--- config.mk ---
export PLATFORM = sky130hd
export DESIGN_NAME = imem_loader
export DESIGN_NICKNAME = d
export VERILOG_FILES = /design/src/rtl/imem_loader_pkg.sv /design/src/rtl/imem_loader_byte_packer.sv /design/src/rtl/imem_loader.sv
export SDC_FILE = /design/constraint.sdc
export NUM_CORES = 1
export LEC_CHECK = 0
export CORE_MARGIN = 8
export CORE_UTILIZATION = 40
export CTS_BUF_LIST = sky130_fd_sc_hd__clkbuf_4
export DETAILED_ROUTE_END_ITERATION = 10
export PLACE_DENSITY_LB_ADDON = 0.05
export SYNTH_ARGS = -nofsm -noshare
export SYNTH_HDL_FRONTEND = slang
export SYNTH_SLANG_ARGS = --single-unit
--- constraint.sdc ---
create_clock -name clk -period 2.25 [get_ports clk]
set_input_delay 0.225 -clock clk [delete_from_list [all_inputs] [get_ports clk]]
set_output_delay 0.225 -clock clk [all_outputs]
set_load 0.02 [all_outputs]
--- src/rtl/imem_loader_pkg.sv ---
// Shared types and constants for the instruction-memory loader.
// Bytes arrive big-endian and are packed four to a word.
package imem_loader_pkg;

    localparam int unsigned BYTES_PER_WORD = 4;
    localparam int unsigned IMEM_ADDR_W    = 6;

    typedef enum logic [1:0] {
        IDLE,
        LOAD,
        DONE
    } state_t;

endpackage

--- src/rtl/imem_loader_byte_packer.sv ---
// Collects stream bytes MSB-first into instruction words.
// Flags o_word_valid on the byte that completes a word.
module byte_packer
    import imem_loader_pkg::*;
(
    input  logic                          clk,
    input  logic                          rst_n,
    input  logic                          i_clr,
    input  logic                          i_byte_valid,
    input  logic [7:0]                    i_byte,
    output logic                          o_word_valid,
    output logic [8*BYTES_PER_WORD-1:0]   o_word
);

    localparam int unsigned IDX_W   = $clog2(BYTES_PER_WORD);
    localparam int unsigned SHIFT_W = 8 * (BYTES_PER_WORD - 1);
    localparam logic [IDX_W-1:0] LAST_IDX = IDX_W'(BYTES_PER_WORD - 1);
    localparam logic [IDX_W-1:0] IDX_ONE  = IDX_W'(1);

    logic [IDX_W-1:0]   r_idx;
    logic [SHIFT_W-1:0] r_shift;

    // The completing byte bypasses the shift register so the word is ready at that edge.
    assign o_word_valid = i_byte_valid && (r_idx == LAST_IDX);
    assign o_word       = {r_shift, i_byte};

    always_ff @(posedge clk or negedge rst_n) begin
        if (!rst_n) begin
            r_idx   <= '0;
            r_shift <= '0;
        end else if (i_clr) begin
            r_idx   <= '0;
            r_shift <= '0;
        end else if (i_byte_valid) begin
            r_idx   <= r_idx + IDX_ONE;
            r_shift <= {r_shift[SHIFT_W-9:0], i_byte};
        end
    end

endmodule

--- src/rtl/imem_loader.sv ---
// Streams a program image into the 64-word instruction memory while holding the core,
// then releases it with a one-cycle PC clear.
module imem_loader
    import imem_loader_pkg::*;
#(
    parameter int unsigned ADDR_W = IMEM_ADDR_W,
    parameter int unsigned DATA_W = 32
) (
    input  logic              clk,
    input  logic              rst_n,
    input  logic              start,
    input  logic [ADDR_W:0]   num_words,
    input  logic              in_valid,
    input  logic [7:0]        in_byte,
    output logic              in_ready,
    output logic              mem_we,
    output logic [ADDR_W-1:0] mem_addr,
    output logic [DATA_W-1:0] mem_wdata,
    output logic              cpu_hold,
    output logic              cpu_pc_clr,
    output logic              done,
    output logic              err_len,
    output logic [DATA_W-1:0] checksum
);

    localparam logic [ADDR_W:0] CAP     = {1'b1, {ADDR_W{1'b0}}};
    localparam logic [ADDR_W:0] CNT_ONE = {{ADDR_W{1'b0}}, 1'b1};

    state_t              r_state;
    logic                r_in_ready;
    logic                r_mem_we;
    logic [ADDR_W-1:0]   r_mem_addr;
    logic [DATA_W-1:0]   r_mem_wdata;
    logic                r_cpu_hold;
    logic                r_cpu_pc_clr;
    logic                r_done;
    logic                r_err_len;
    logic [DATA_W-1:0]   r_checksum;
    logic [ADDR_W:0]     r_len;
    logic [ADDR_W:0]     r_word_cnt;

    logic                w_start_ok;
    logic                w_fire;
    logic                w_word_valid;
    logic [DATA_W-1:0]   w_word;
    logic [ADDR_W:0]     w_len;

    assign w_start_ok = start && (r_state != LOAD);
    assign w_fire     = in_valid && r_in_ready;
    assign w_len      = (num_words > CAP) ? CAP : num_words;

    byte_packer u_byte_packer (
        .clk          (clk),
        .rst_n        (rst_n),
        .i_clr        (w_start_ok),
        .i_byte_valid (w_fire),
        .i_byte       (in_byte),
        .o_word_valid (w_word_valid),
        .o_word       (w_word)
    );

    always_ff @(posedge clk or negedge rst_n) begin
        if (!rst_n) begin
            r_state      <= IDLE;
            r_in_ready   <= 1'b0;
            r_mem_we     <= 1'b0;
            r_mem_addr   <= '0;
            r_mem_wdata  <= '0;
            r_cpu_hold   <= 1'b1;
            r_cpu_pc_clr <= 1'b0;
            r_done       <= 1'b0;
            r_err_len    <= 1'b0;
            r_checksum   <= '0;
            r_len        <= '0;
            r_word_cnt   <= '0;
        end else begin
            r_mem_we     <= 1'b0;
            r_cpu_pc_clr <= 1'b0;
            unique case (r_state)
                IDLE, DONE: begin
                    if (start) begin
                        r_len      <= w_len;
                        r_err_len  <= (num_words > CAP);
                        r_word_cnt <= '0;
                        r_checksum <= '0;
                        if (w_len == '0) begin
                            // Nothing to load: release the core straight away.
                            r_state      <= DONE;
                            r_done       <= 1'b1;
                            r_cpu_hold   <= 1'b0;
                            r_cpu_pc_clr <= 1'b1;
                            r_in_ready   <= 1'b0;
                        end else begin
                            r_state    <= LOAD;
                            r_done     <= 1'b0;
                            r_cpu_hold <= 1'b1;
                            r_in_ready <= 1'b1;
                        end
                    end
                end
                LOAD: begin
                    if (w_word_valid) begin
                        r_mem_we    <= 1'b1;
                        r_mem_addr  <= r_word_cnt[ADDR_W-1:0];
                        r_mem_wdata <= w_word;
                        r_checksum  <= r_checksum ^ w_word;
                        r_word_cnt  <= r_word_cnt + CNT_ONE;
                        if (r_word_cnt + CNT_ONE == r_len) begin
                            r_state      <= DONE;
                            r_in_ready   <= 1'b0;
                            r_done       <= 1'b1;
                            r_cpu_hold   <= 1'b0;
                            r_cpu_pc_clr <= 1'b1;
                        end
                    end
                end
                default: r_state <= IDLE;
            endcase
        end
    end

    assign in_ready   = r_in_ready;
    assign mem_we     = r_mem_we;
    assign mem_addr   = r_mem_addr;
    assign mem_wdata  = r_mem_wdata;
    assign cpu_hold   = r_cpu_hold;
    assign cpu_pc_clr = r_cpu_pc_clr;
    assign done       = r_done;
    assign err_len    = r_err_len;
    assign checksum   = r_checksum;

endmodule

## Yosys cells after proc, flatten, opt, wreduce, memory -nomap -nowiden

Index checks and enable logic that the tools add are counted.

| storage, ports and cells | value |
|---|---|
| bits of input ports | 19 |
| output and inout port bits | 76 |
| flip-flop bits (word level) | 118 |

| cells by class | value |
|---|---|
| equality and inequality tests | 8 |
| add/subtract/negate cells | 2 |
| bitwise gates (word level) | 1 |
| magnitude comparators | 1 |
| reductions and logical operators | 13 |
| mux-type cells | 32 |

Operator list:

| operator | number |
|---|---|
| 32-bit two-way mux | 2 |
| 32-bit case mux with 2 select lines | 1 |
| 24-bit two-way mux | 2 |
| 32-bit XOR | 1 |
| 7-bit two-way mux | 3 |
| 7-bit case mux with 2 select lines | 1 |
| 1-bit two-way mux | 13 |
| 2-bit two-way mux | 6 |
| 7-bit by 1-bit adder with 7-bit output, second input constant | 1 |
| 7-bit == test | 1 |
| 7-bit > comparator, second input constant | 1 |
| 7-bit zero test | 1 |
| 1-bit case mux with 2 select lines | 3 |
| 3-bit AND reduction | 2 |
| 2-bit == test, second input constant | 2 |
| 2-bit by 1-bit inequality test with 1-bit output, second input constant | 2 |
| 2-bit inequality test, second input constant | 2 |
| 2-bit case mux with 2 select lines | 1 |
| 2-bit AND reduction | 2 |
| 4-bit AND reduction | 1 |
| 2-bit nonzero test | 2 |
| 1-bit logical AND | 3 |
| 2-bit by 1-bit adder with 2-bit output, second input constant | 1 |
| 2-bit by 1-bit == test with 1-bit output, second input constant | 1 |
| other kinds (2) | 2 |

## Logic depth before layout (Yosys ltp)

| depth | value |
|---|---|
| depth after elaboration | 6 |
| depth in mapped cells | 9 |
| depth with buffers taken out | 6 |

## Modules after synthesis

A second synthesis with hierarchy kept.

| unflattened totals | value |
|---|---|
| cells, all modules | 495 |
| area total of the unflattened synthesis | 5019.8 µm² |

Modules (own cells, without submodules):

| module | cells an instance | area an instance (µm²) | sequential area each (µm²) | times used |
|---|---|---|---|---|
| imem_loader | 401 | 3866.2 | 2303.5 | 1 |
| byte_packer | 94 | 1153.6 | 650.6 | 1 |

## Worst setup path before layout

No wires, ideal clock.

| path | value |
|---|---|
| path type | register to register |
| start point | register r_word_cnt[0] |
| end point | register r_in_ready (netlist: in_ready) |
| setup slack | 0.307 ns |
| clock period less this slack | 1.943 ns |
| stages on the path, launching flop included | 6 |
| data arrival time | 1.803 ns |
| path through | dfrtp_1 > ha_1 > xor2_1 > or3_4 > a2111oi_4 > o21ai_0 |

| on the way | value |
|---|---|
| word-level cells in the longest chain between the ends | 4 |

Ends and longest elaborated chain:

| what | RTL line | RTL |
|---|---|---|
| from (decl) | imem_loader.sv:40 | `logic [ADDR_W:0] r_word_cnt;` |
| from (signal assigned) | imem_loader.sv:107 | `r_word_cnt <= r_word_cnt + CNT_ONE;` |
| 7-bit by 1-bit adder with 7-bit output | imem_loader.sv:108 | `if (r_word_cnt + CNT_ONE == r_len) begin` |
| 7-bit == test | imem_loader.sv:108 |  |
| 2-bit inequality test (no source line) | - |  |
| 4-bit AND reduction (no source line) | - |  |
| to (signal assigned) | imem_loader.sv:92 | `r_in_ready <= 1'b0;` |
| to (signal assigned) | imem_loader.sv:97 | `r_in_ready <= 1'b1;` |
| to (signal assigned) | imem_loader.sv:110 | `r_in_ready <= 1'b0;` |
| to (decl) | imem_loader.sv:30 | `logic r_in_ready;` |

Every way passes these cells.
A chain may end at the register's enable or synchronous reset.

## Worst setup path in the final report

Same ends and word-level chain as after synthesis.

==> flow_summary.yaml <==
global_route:
  grt.met1_usage: 0.193
  grt_pass1_vias: 3793
  grt_max_degree: 48
  antenna_found_initial: 0
  grt_use_met3: 0.0591
  gr-total-overflow: 0
  grt_pass1_wl_mm: 19.3
  met2_usage: 0.230
  track_usage: 0.154
  grt-busiest-layer: "met2"
timing:
  final.setup.tns_ps: 0
  layout_min_cycle_time_ps: 2090
  setup_viol_count_final: 0
  max_slew.worst_pin.slew_ps: 617
  slew_violations: 0
  fin_hold_ws_ps: 249
  fin_worst_skew_ps: 10.1
  fmax_mhz: 479
  hold_viol_final: 0
  fin_crit_sh: 0.928
  rsz0062_at_grt: "no"
  slew_headroom: 0.589
layout:
  drive_gt1_frac: 0.0801
  register_area_um2: 2950
  fillers: 1160
  utilization: 0.525
  area_growth_pct: 29.8
  finalInstanceArea_um2: 6220
  multi_input_area_um2: 1750
  n_antenna_cell: 0
  final_nets: 620
cts:
  root_buffer: "clkbuf_4"
  cts_setup_buffers: 0
  clk_pin_slew_ps: 100
  post_cts_resized: 0
  cts_buffers: 17
  h-tree-depth: 4
  cts_tree: "yes"
  clock_latency_ps: 520
  cts_sinks: 118
  cts.path.max_buffers: 2
run:
  drv_cap: 0
detailed_routing:
  wl_per_cell_um: 15.1
  drc: 0
  wirelength_mm: 11.5
  drtAntennaViolNets: 0
  firstDrtPassIters: 4
  dr.first_iter.drc_count: 246
  vias_per_cell: 4.81
  vias: 3651
critical_path:
  worstPathMaxFanout: 6
  crit_required_ps: 2650
  critPathLaunchType: "flop"
  path_cells: "ha_1 -> xor2_1 -> or3_4 -> a2111oi_4 -> o21ai_0"
  arrival_ps: 2490
  cp_slowest_stage_delay_ps: 470
  critPathKind: "flop to flop"
  slowest_stage: "a2111oi_4"
  crit_path_end_kind: "flop"
floorplanning:
  start_util: 0.404
  coreArea_um2: 11900
  die_h_um: 125
  rows: 40
  ios: 95
  die_w_um: 125
  die_area_um2: 15700
power:
  leakage_nw: 2.99
  netSwitchingPower_mw: 3.13
  combPwrFrac: 0.405
  seqPwrFrac: 0.422
  netSwitchingFraction: 0.379
  clock_power_share: 0.173
  power_density_nw_per_um2: 1330
  p_total_mw: 8.27
  vdd_drop_max_v: 0.000518
  p_int_mw: 5.14
logic_synthesis:
  postSynthCellCount: 496
  synthesis.area_um2: 4790
  syn_area_per_cell_um2: 9.67
  ys_seq_area_frac: 0.616
  ys_seq_elements: 118
  synth_cell_types: 32
  syn-num-nets: 517
  yosys_warnings: 0
status:
  outcome: "completed"
place:
  dp_hpwl_mm: 7.81
  placed_cell_area_um2: 5960
  place_congestion: 0.781
  io_buffers: 94
min_path:
  min_path_type: "primary input to async pin"
-- final timing paths --
kind / cells past startpoint / startpoint / slack [ps] / end
min reg2reg: 2 / mem_wdata[22]$_DFFE_PN0P_ / 480 / mem_wdata[22]$_DFFE_PN0P_
max in group asynchronous: 3 / rst_n / 1260 / checksum[21]$_DFFE_PN0P_
min: 2 / rst_n / 250 / r_len[0]$_DFFE_PN0P_
min in group clk: 3 / num_words[3] / 270 / r_len[3]$_DFFE_PN0P_
max reg2reg: 5 / r_word_cnt[0]$_DFFE_PN0P_ / 160 / in_ready$_DFFE_PN0P_
max: 5 / r_word_cnt[0]$_DFFE_PN0P_ / 160 / in_ready$_DFFE_PN0P_
-- stage by stage --
| step | std cells | setup slack, ps |
|---|---|---|
| 2_1_floorplan | 496 | 307 |
| 3_3_place_gp | 726 | 187 |
| 3_5_place_dp | 726 | 158 |
| 4_1_cts | 759 | 153 |
| 5_1_grt | 759 | 53.6 |
| 6_report | 759 | 161 |
-- layout make-up --
class | instances | area share
timing repair buffer | 108 | 0.172
clock buffer | 19 | 0.0229
inverter | 3 | 0.00181
sequential | 118 | 0.475
clock inverter | 13 | 0.0183
multi-input combinational | 351 | 0.281
tap | 147 | 0.0295
-- cells in the final DEF, fill, tap and decap left out, types with 2 or more instances in the layout --
master and instances:
and2_1 3, bufinv_16 2, o21ai_0 12, clkinv_1 6, inv_1 2, nor3_1 2
clkinv_2 4, buf_4 12, nor2_1 42, o31ai_1 2, clkbuf_4 19, a21oi_1 29
nand3_1 5, ha_1 2, xnor2_1 7, nand2_1 188, dfrtp_1 117, buf_12 2
nand3b_1 6, clkdlybuf4s50_1 93, clkinvlp_4 2, xor2_1 36
-- Yosys cell counts (all sizes together) --
| cell type | n | area [µm²] |
|---|---|---|
| a2111oi | 1 | 27.5 |
| a21oi | 29 | 145 |
| a22o | 1 | 8.76 |
| a32oi | 1 | 8.76 |
| and2 | 3 | 18.8 |
| buf | 6 | 28.8 |
| clkbuf | 18 | 67.6 |
| dfrtp | 117 | 2930 |
| dfstp | 1 | 26.3 |
| ha | 2 | 25.0 |
| inv | 3 | 11.3 |
| mux2i | 1 | 10.0 |
| nand2 | 188 | 706 |
| nand2b | 1 | 6.26 |
| nand3 | 6 | 30.0 |
| nand3b | 6 | 45.0 |
| nor2 | 42 | 158 |
| nor2b | 3 | 18.8 |
| nor3 | 2 | 10.0 |
| nor4 | 1 | 6.26 |
| o211ai | 1 | 7.51 |
| o21ai | 12 | 60.1 |
| o2bb2ai | 1 | 8.76 |
| o31a | 1 | 10.0 |
| o31ai | 2 | 15.0 |
| or2 | 1 | 6.26 |
| or3 | 2 | 17.5 |
| or4 | 1 | 7.51 |
| xnor2 | 7 | 61.3 |
| xor2 | 36 | 315 |
-- layer usage --
layer / share of wire / vias to the layer above
met2: 0.46 / 86
li1: - / 1783
met1: 0.45 / 1764
met5: 0 / -
met3: 0.064 / 18
met4: 0.020 / 0
-- cells by family after synthesis --
| kind of cell | after synthesis | share of synthesized area |
|---|---|---|
| AND/OR/NAND/NOR | 256 | 0.215 |
| buffers and inverters | 27 | 0.0224 |
| multiplexers | 1 | 0.00209 |
| adder cells (fa/ha/maj) | 2 | 0.00522 |
| AO/OA/AOI/OAI | 49 | 0.0608 |
| XOR/XNOR | 43 | 0.0785 |
| flip-flops | 118 | 0.616 |
-- power groups by stage --
stage	registers, mW	clock network, mW	logic [mW]
final	3.49	1.43	3.35
after global routing	3.61	1.56	3.67
after CTS	3.51	1.48	3.43
after detailed placement	3.55	0	3.41
after global placement	3.53	0	3.36
after floorplan	4.12	0	1.19
-- critical path, delay by kind of cell, from the launching register on --
family | cells | cell delay [ps]
compound gates | 2 | 620
xor+xnor | 1 | 150
fa+ha+maj | 1 | 340
flops | 1 | 460
simple gates | 1 | 400
-- sequential cells by signal, indices dropped and copies added (netlist names) --
signal	flops
checksum	32
mem_wdata	32
u_byte_packer.r_shift	24
r_len	7
r_word_cnt	7
mem_addr	6
r_state	2
u_byte_packer.r_idx	2
cpu_hold	1
cpu_pc_clr	1
done	1
err_len	1
in_ready	1
mem_we	1
-- repair_timing --
action                                 4_1_cts  5_1_grt
hold buffers                                 1        0
setup endpoints to repair                    0        0
endpoints found under the hold margin       43        0
No activity file was read; power rests on OpenSTA's default activity.
